File: src/rtl/led_blink_pkg.sv
// ============================================================================
// Module  : led_blink_pkg
// Brief   : Shared types, widths and prescaler sizing helpers for led_blink_ctrl.
// Revision: 1.0 - initial release
// ============================================================================
`default_nettype none

package led_blink_pkg;

    localparam int MODE_W = 2;
    localparam int PWM_W  = 8;

    typedef enum logic [MODE_W-1:0] {
        MODE_OFF       = 2'd0,
        MODE_ON        = 2'd1,
        MODE_BLINK     = 2'd2,
        MODE_BLINK_INV = 2'd3
    } mode_e;

    function automatic int pre_div(input int clk_hz, input int tick_hz);
        return clk_hz / tick_hz;
    endfunction

    function automatic int pre_w(input int div);
        return (div > 2) ? $clog2(div) : 1;
    endfunction

endpackage

`default_nettype wire

File: src/rtl/led_blink_ctrl_if.sv
// ============================================================================
// Module  : led_blink_ctrl_if
// Brief   : Host configuration bus of the LED blink controller.
//           cfg_duty exists only when LED_PWM_EN is defined.
// Revision: 1.0 - initial release
// ============================================================================
`default_nettype none

interface led_blink_ctrl_if
    import led_blink_pkg::*;
#(
    parameter int N_CH  = 2,
    parameter int PER_W = 16
);
    localparam int CH_W = (N_CH > 1) ? $clog2(N_CH) : 1;

    logic             cfg_we;
    logic [CH_W-1:0]  cfg_ch;
    mode_e            cfg_mode;
    logic [PER_W-1:0] cfg_half;
    logic             sync_pulse;
`ifdef LED_PWM_EN
    logic [PWM_W-1:0] cfg_duty;
`endif

    modport master (
        output cfg_we, cfg_ch, cfg_mode, cfg_half, sync_pulse
`ifdef LED_PWM_EN
      , output cfg_duty
`endif
    );

    modport slave (
        input cfg_we, cfg_ch, cfg_mode, cfg_half, sync_pulse
`ifdef LED_PWM_EN
      , input cfg_duty
`endif
    );

endinterface

`default_nettype wire

File: src/rtl/led_blink_ch.sv
// ============================================================================
// Module  : led_blink_ch
// Brief   : One LED channel: mode/half-period registers, tick counter, phase
//           and registered LED drive. PWM duty gate present with LED_PWM_EN.
// Revision: 1.0 - initial release
// ============================================================================
`default_nettype none

module led_blink_ch
    import led_blink_pkg::*;
#(
    parameter int PER_W    = 16,
    parameter int DEF_HALF = 500
) (
    input  wire logic             clk_i,
    input  wire logic             rst_ni,
    input  wire logic             we_i,
    input  wire logic             sync_i,
    input  wire logic             tick_i,
    input  wire mode_e            mode_i,
    input  wire logic [PER_W-1:0] half_i,
`ifdef LED_PWM_EN
    input  wire logic [PWM_W-1:0] duty_i,
    input  wire logic [PWM_W-1:0] pwm_cnt_i,
`endif
    output logic                  led_o
);

    mode_e            mode_q, mode_d;
    logic [PER_W-1:0] half_q, half_d;
    logic [PER_W-1:0] cnt_q,  cnt_d;
    logic             phase_q, phase_d;
    logic             led_q,   led_d;
    logic [PER_W-1:0] eff_half;
    logic             blinking;
    logic             base;
`ifdef LED_PWM_EN
    logic [PWM_W-1:0] duty_q, duty_d;
`endif

    assign eff_half = (half_q == '0) ? PER_W'(1) : half_q;
    assign blinking = (mode_q == MODE_BLINK) || (mode_q == MODE_BLINK_INV);

    always_comb begin
        mode_d  = mode_q;
        half_d  = half_q;
        cnt_d   = cnt_q;
        phase_d = phase_q;
        base    = 1'b0;
`ifdef LED_PWM_EN
        duty_d  = duty_q;
`endif
        // Write outranks sync, which outranks tick; a coinciding tick is dropped.
        if (we_i) begin
            mode_d  = mode_i;
            half_d  = half_i;
            cnt_d   = '0;
            phase_d = 1'b0;
`ifdef LED_PWM_EN
            duty_d  = duty_i;
`endif
        end else if (sync_i) begin
            cnt_d   = '0;
            phase_d = 1'b0;
        end else if (tick_i && blinking) begin
            if (cnt_q == eff_half - PER_W'(1)) begin
                cnt_d   = '0;
                phase_d = ~phase_q;
            end else begin
                cnt_d   = cnt_q + PER_W'(1);
            end
        end

        case (mode_q)
            MODE_ON:        base = 1'b1;
            MODE_BLINK:     base = phase_q;
            MODE_BLINK_INV: base = ~phase_q;
            default:        base = 1'b0;
        endcase

`ifdef LED_PWM_EN
        led_d = base & ((duty_q == '1) || (pwm_cnt_i < duty_q));
`else
        led_d = base;
`endif
    end

    always_ff @(posedge clk_i or negedge rst_ni) begin
        if (!rst_ni) begin
            mode_q  <= MODE_OFF;
            half_q  <= PER_W'(DEF_HALF);
            cnt_q   <= '0;
            phase_q <= 1'b0;
            led_q   <= 1'b0;
`ifdef LED_PWM_EN
            duty_q  <= '1;
`endif
        end else begin
            mode_q  <= mode_d;
            half_q  <= half_d;
            cnt_q   <= cnt_d;
            phase_q <= phase_d;
            led_q   <= led_d;
`ifdef LED_PWM_EN
            duty_q  <= duty_d;
`endif
        end
    end

    assign led_o = led_q;

endmodule

`default_nettype wire

File: src/rtl/led_blink_ctrl.sv
// ============================================================================
// Module  : led_blink_ctrl
// Brief   : Multi-channel LED blink controller: shared tick prescaler, write
//           decode and N_CH channel instances. Define LED_PWM_EN for PWM dimming.
// Revision: 1.0 - initial release
// ============================================================================
`default_nettype none

module led_blink_ctrl
    import led_blink_pkg::*;
#(
    parameter int CLK_HZ   = 50_000_000,
    parameter int TICK_HZ  = 1000,
    parameter int N_CH     = 2,
    parameter int PER_W    = 16,
    parameter int DEF_HALF = 500
) (
    input  wire logic          CLOCK_50,
    input  wire logic          RST_N,
    led_blink_ctrl_if.slave    cfg_if,
    output logic               tick_o,
    output logic [N_CH-1:0]    LED
);

    localparam int PRE_DIV = pre_div(CLK_HZ, TICK_HZ);
    localparam int PRE_W   = pre_w(PRE_DIV);
    localparam int CH_W    = (N_CH > 1) ? $clog2(N_CH) : 1;
    localparam logic [PRE_W-1:0] PRE_LAST = PRE_W'(PRE_DIV - 1);

    logic [PRE_W-1:0] pre_q, pre_d;
    logic             tick_q, tick_d;

    assign pre_d  = (pre_q == PRE_LAST) ? '0 : pre_q + PRE_W'(1);
    // Registered so tick_o is high exactly while the count sits at PRE_DIV-1.
    assign tick_d = (pre_d == PRE_LAST);

    always_ff @(posedge CLOCK_50 or negedge RST_N) begin
        if (!RST_N) begin
            pre_q  <= '0;
            tick_q <= 1'b0;
        end else begin
            pre_q  <= pre_d;
            tick_q <= tick_d;
        end
    end

    assign tick_o = tick_q;

`ifdef LED_PWM_EN
    logic [PWM_W-1:0] pwm_q;

    always_ff @(posedge CLOCK_50 or negedge RST_N) begin
        if (!RST_N) begin
            pwm_q <= '0;
        end else begin
            pwm_q <= pwm_q + PWM_W'(1);
        end
    end
`endif

    for (genvar i = 0; i < N_CH; i++) begin : g_ch
        led_blink_ch #(
            .PER_W    (PER_W),
            .DEF_HALF (DEF_HALF)
        ) u_ch (
            .clk_i     (CLOCK_50),
            .rst_ni    (RST_N),
            .we_i      (cfg_if.cfg_we && (cfg_if.cfg_ch == CH_W'(i))),
            .sync_i    (cfg_if.sync_pulse),
            .tick_i    (tick_q),
            .mode_i    (cfg_if.cfg_mode),
            .half_i    (cfg_if.cfg_half),
`ifdef LED_PWM_EN
            .duty_i    (cfg_if.cfg_duty),
            .pwm_cnt_i (pwm_q),
`endif
            .led_o     (LED[i])
        );
    end

endmodule

`default_nettype wire

File: src/flat_wrapper.sv
// flat-port wrapper written by rule: the top's interface ports become plain ports
module led_blink_ctrl_flat import led_blink_pkg::*;
#(
    parameter int CLK_HZ   = 50_000_000,
    parameter int TICK_HZ  = 1000,
    parameter int N_CH     = 2,
    parameter int PER_W    = 16,
    parameter int DEF_HALF = 500
)
  (CLOCK_50, RST_N, tick_o, LED, cfg_if_cfg_we, cfg_if_cfg_ch, cfg_if_cfg_mode, cfg_if_cfg_half, cfg_if_sync_pulse);
  led_blink_ctrl_if #(.N_CH(N_CH), .PER_W(PER_W)) cfg_if_i ();
  input  wire logic CLOCK_50;
  input  wire logic RST_N;
  output logic tick_o;
  output logic [N_CH-1:0] LED;
  input wire logic [$bits(cfg_if_i.cfg_we)-1:0] cfg_if_cfg_we;
  input wire logic [$bits(cfg_if_i.cfg_ch)-1:0] cfg_if_cfg_ch;
  input wire logic [$bits(cfg_if_i.cfg_mode)-1:0] cfg_if_cfg_mode;
  input wire logic [$bits(cfg_if_i.cfg_half)-1:0] cfg_if_cfg_half;
  input wire logic [$bits(cfg_if_i.sync_pulse)-1:0] cfg_if_sync_pulse;
  assign cfg_if_i.cfg_we = cfg_if_cfg_we;
  assign cfg_if_i.cfg_ch = cfg_if_cfg_ch;
  assign cfg_if_i.cfg_mode = cfg_if_cfg_mode;
  assign cfg_if_i.cfg_half = cfg_if_cfg_half;
  assign cfg_if_i.sync_pulse = cfg_if_sync_pulse;
  led_blink_ctrl #(.CLK_HZ(CLK_HZ), .TICK_HZ(TICK_HZ), .N_CH(N_CH), .PER_W(PER_W), .DEF_HALF(DEF_HALF)) u_core (.CLOCK_50(CLOCK_50), .RST_N(RST_N), .cfg_if(cfg_if_i), .tick_o(tick_o), .LED(LED));
endmodule
File: config.mk
export PLATFORM = sky130hd
export DESIGN_NAME = led_blink_ctrl_flat
export DESIGN_NICKNAME = d
export VERILOG_FILES = /design/src/rtl/led_blink_pkg.sv /design/src/rtl/led_blink_ctrl_if.sv /design/src/rtl/led_blink_ch.sv /design/src/rtl/led_blink_ctrl.sv /design/src/flat_wrapper.sv
export SDC_FILE = /design/constraint.sdc
export NUM_CORES = 1
export LEC_CHECK = 0
export ABC_AREA = 0
export BUFFER_PORTS_ARGS = -buffer_cell sky130_fd_sc_hd__buf_2
export CORE_ASPECT_RATIO = 0.9
export CORE_MARGIN = 2
export CORE_UTILIZATION = 50
export CTS_BUF_LIST = sky130_fd_sc_hd__clkbuf_4 sky130_fd_sc_hd__clkbuf_8 sky130_fd_sc_hd__clkbuf_16
export DETAILED_ROUTE_END_ITERATION = 10
export PLACE_DENSITY = 0.66
export SYNTH_ARGS = -nofsm -noshare
export SYNTH_HDL_FRONTEND = slang
export SYNTH_SLANG_ARGS = --single-unit
File: constraint.sdc
create_clock -name CLOCK_50 -period 3.12 [get_ports CLOCK_50]
set_input_delay 0.624 -clock CLOCK_50 [delete_from_list [all_inputs] [get_ports CLOCK_50]]
set_output_delay 0.624 -clock CLOCK_50 [all_outputs]
set_load 0.03 [all_outputs]
==> results.yml <==
route:
  dr.pass1.iters: 4
  drt-met1-wl_um: 5970
  dr_wl_met3_um: 378
  drt-initial-drc-count: 212
  highest_layer: "met4"
  ant_nets: 0
  viasPerCell: 5.71
  drt-total-wl_um: 12200
  dr_total_vias: 4182
  drt_drc_violations_left: 0
  met2_length_um: 5630
  wl_per_cell_um: 16.7
cts:
  clkSinkCount: 89
  tritoncts: "done"
  root_buffer: "clkbuf_16"
  htreeDepth: 3
  cts_hold_buf: 0
  path_clk_slew_ns: 0.06
  numCtsBuffers: 9
  clk_path_buf_depth: 2
  clock_latency_ns: 0.34
placed_design:
  detailed_place.area_um2: 5780
  port_buffers: 25
  numPlacedInstances: 711
  dp_hpwl_um: 8880
  place_ws_ns: -0.460
  gp_congestion: 0.886
finish:
  fin_util_pct: 62.5
  stdcell_area_um2: 6350
  syn2layout_area_growth_pct: 22.6
  nets: 627
  stdcell_count: 732
  fillers: 875
  diodes: 0
  drive_above_1_share_pct: 33.8
floorplanning:
  row_count: 35
  initial_core_util_pct: 51.0
  die_h_um: 101
  core_um2: 10200
  dieWidth_um: 111
  die-area_um2: 11200
  ios: 26
synth:
  yosys_warnings: 0
  avgSynthCellArea_um2: 9.88
  muxShareOfSynthArea_pct: 7.39
  synthArstFlopShare_pct: 100
  ys_seq_area_share_pct: 43.3
  synth.cell_area_um2: 5180
  synth.distinct_cells: 69
  synth-simple-area-share_pct: 24.4
  synth_area_leaders: "dfrtp_1, mux2_2, xnor2_1"
  syn_nets: 553
  synth-seq-cells: 89
  syn_inst: 524
  synth-xor-area-share_pct: 11.5
  synth-compound-area-share_pct: 9.09
  yosys.area_share.adder_pct: 1.45
  synth_common_cells: "dfrtp_1, nor2_1, nand2_1"
  ys.flop_type: "dfrtp_1"
  synthMostInstantiatedCell: "dfrtp_1"
  synth_top_family_by_area: "simple AND/OR/NAND/NOR gates"
  synth_top_area_cell: "dfrtp_1"
  synth_edf_count: 0
  yosys.area.top_type_share_pct: 37.2
global_route:
  grt_pass1_wl_um: 21000
  grt_max_degree: 90
  grt_pass1_vias: 4266
  antenna_found_initial: 0
  grt_overflow: 0
  grt_usage_pct: 23.4
power:
  power_mw: 3.03
  power_leakage_nw: 2.58
  power_density_nw_per_um2: 477
  ir_worst_vdd_mv: 0.460
sta:
  setup_viol: 32
  fin_setup_tns_ns: -5.43
  finalHoldWorstSlack_ns: 0.481
  clock_skew_ns: 0.00688
  max_freq_mhz: 289
  min_period_ns: 3.45
  period_share_pct: 111
  finalWorstSetupSlack_ns: -0.334
  rsz0062_at_grt: "yes"
  tightestPinTransition_ns: 1.13
  finalMaxSlewViolations: 0
  slew_headroom_pct: 24.7
  hold_viol: 0
run_status:
  failed_checks: "negative setup slack"
  outcome: "complete, but fails checks"
worst_setup_path:
  critPathKind: "register to register"
  setup.worst_path.start_class: "register"
  r2r_cells: 12
  worstPathMaxFanout: 5
  crit_arrival_ns: 3.68
  end_kind: "register"
  r2r_end: "u_core.g_ch[0].u_ch.cnt_q[0]"
  reg2reg_slack_ns: -0.33
  crit-reg2reg-launch: "u_core.g_ch[0].u_ch.half_q[2]"
  required_ns: 3.35
worst_hold_path:
  min_path_type: "input pin to async pin"
job:
  cap_violations: 0
[flip-flops by register name, summed over array words and instances, names as in the netlist]
name / count
u_core.g_ch.u_ch.half_q: 32
u_core.pre_q: 16
u_core.g_ch.u_ch.cnt_q: 32
u_core.g_ch.u_ch.mode_q: 4
u_core.g_ch.u_ch.led_o: 2
u_core.tick_o: 1
u_core.g_ch.u_ch.phase_q: 2
[power breakdown]
| part | leakage [nW] | internal (mW) | switching (mW) |
|---|---|---|---|
| sequential | 1.13 | 1.25 | 0.0515 |
| clock | 0.149 | 0.645 | 0.457 |
| combinational | 1.30 | 0.308 | 0.320 |
| total | 2.58 | 2.20 | 0.828 |
[final cells by class]
cell class                      count  area [um2]  area share [%]
Clock inverter                      6        65.1            1.03
Timing Repair Buffer               81         592            9.32
Sequential cell                    89        2240            35.3
Inverter                           14        52.6           0.828
Clock buffer                       10         239            3.77
Multi-Input combinational cell    403        3000            47.2
Tap cell                          129         161            2.54
[worst max-delay path by stage]
stage / startpoint / end / slack (ns) / cells after the start
2_1_floorplan: u_core.g_ch[0].u_ch.half_q[0] / u_core.g_ch[0].u_ch.cnt_q[0] / -0.25 / 13
3_5_place_dp: u_core.g_ch[0].u_ch.half_q[2] / u_core.g_ch[0].u_ch.cnt_q[0] / -0.46 / 13
4_1_cts: u_core.g_ch[0].u_ch.half_q[2] / u_core.g_ch[0].u_ch.cnt_q[0] / -0.32 / 12
6_report: u_core.g_ch[0].u_ch.half_q[2] / u_core.g_ch[0].u_ch.cnt_q[0] / -0.33 / 12
3_3_place_gp: u_core.g_ch[0].u_ch.half_q[1] / u_core.g_ch[0].u_ch.cnt_q[0] / -0.41 / 12
5_1_grt: u_core.g_ch[0].u_ch.half_q[2] / u_core.g_ch[0].u_ch.cnt_q[0] / -0.52 / 12
[placed cells by master, fill, tap and decap left out, types with 13 or more instances in the layout]
master / instances
buf_2: 24
nor3_1: 13
nand3_1: 17
mux2_2: 34
inv_1: 14
nand2_1: 40
dfrtp_1: 77
nand4_1: 15
nor2_1: 32
xnor2_1: 39
o21ai_0: 15
nor2_4: 13
buf_4: 52
xor2_1: 29
[cell families (layout without fill, tap and decap cells)]
family,Yosys count,count (layout)
compound gates,69,69
xor+xnor,68,68
fa+ha+maj,6,6
buf+inv,32,111
flops,89,89
mux,34,34
simple gates,226,226
[layer usage]
metal	vias to the layer above	GRT usage (%)
li1	2033	-
met3	18	4.99
met4	0	8.45
met1	2061	33.0
met5	-	0
met2	70	36.2
[critical path, stage by stage, from the launching register on]
cell	delay (ns)
dfstp_2	0.37
or4_4	0.55
nor3_4	0.22
a21oi_2	0.08
ha_2	0.18
or3b_4	0.24
nand4b_1	0.12
a2111oi_2	0.33
o2111ai_1	0.20
nor4_2	0.28
o2111ai_2	0.27
and3_4	0.26
mux2_2	0.25
[timing repair]
action | 4_1_cts | 5_1_grt
pin swaps | 24 | 24
buffers inserted | 6 | 0
endpoints found under the setup margin | 32 | 34
cloned | 1 | 0
gates resized for setup | 22 | 36
No activity file was read; power rests on OpenSTA's default activity.
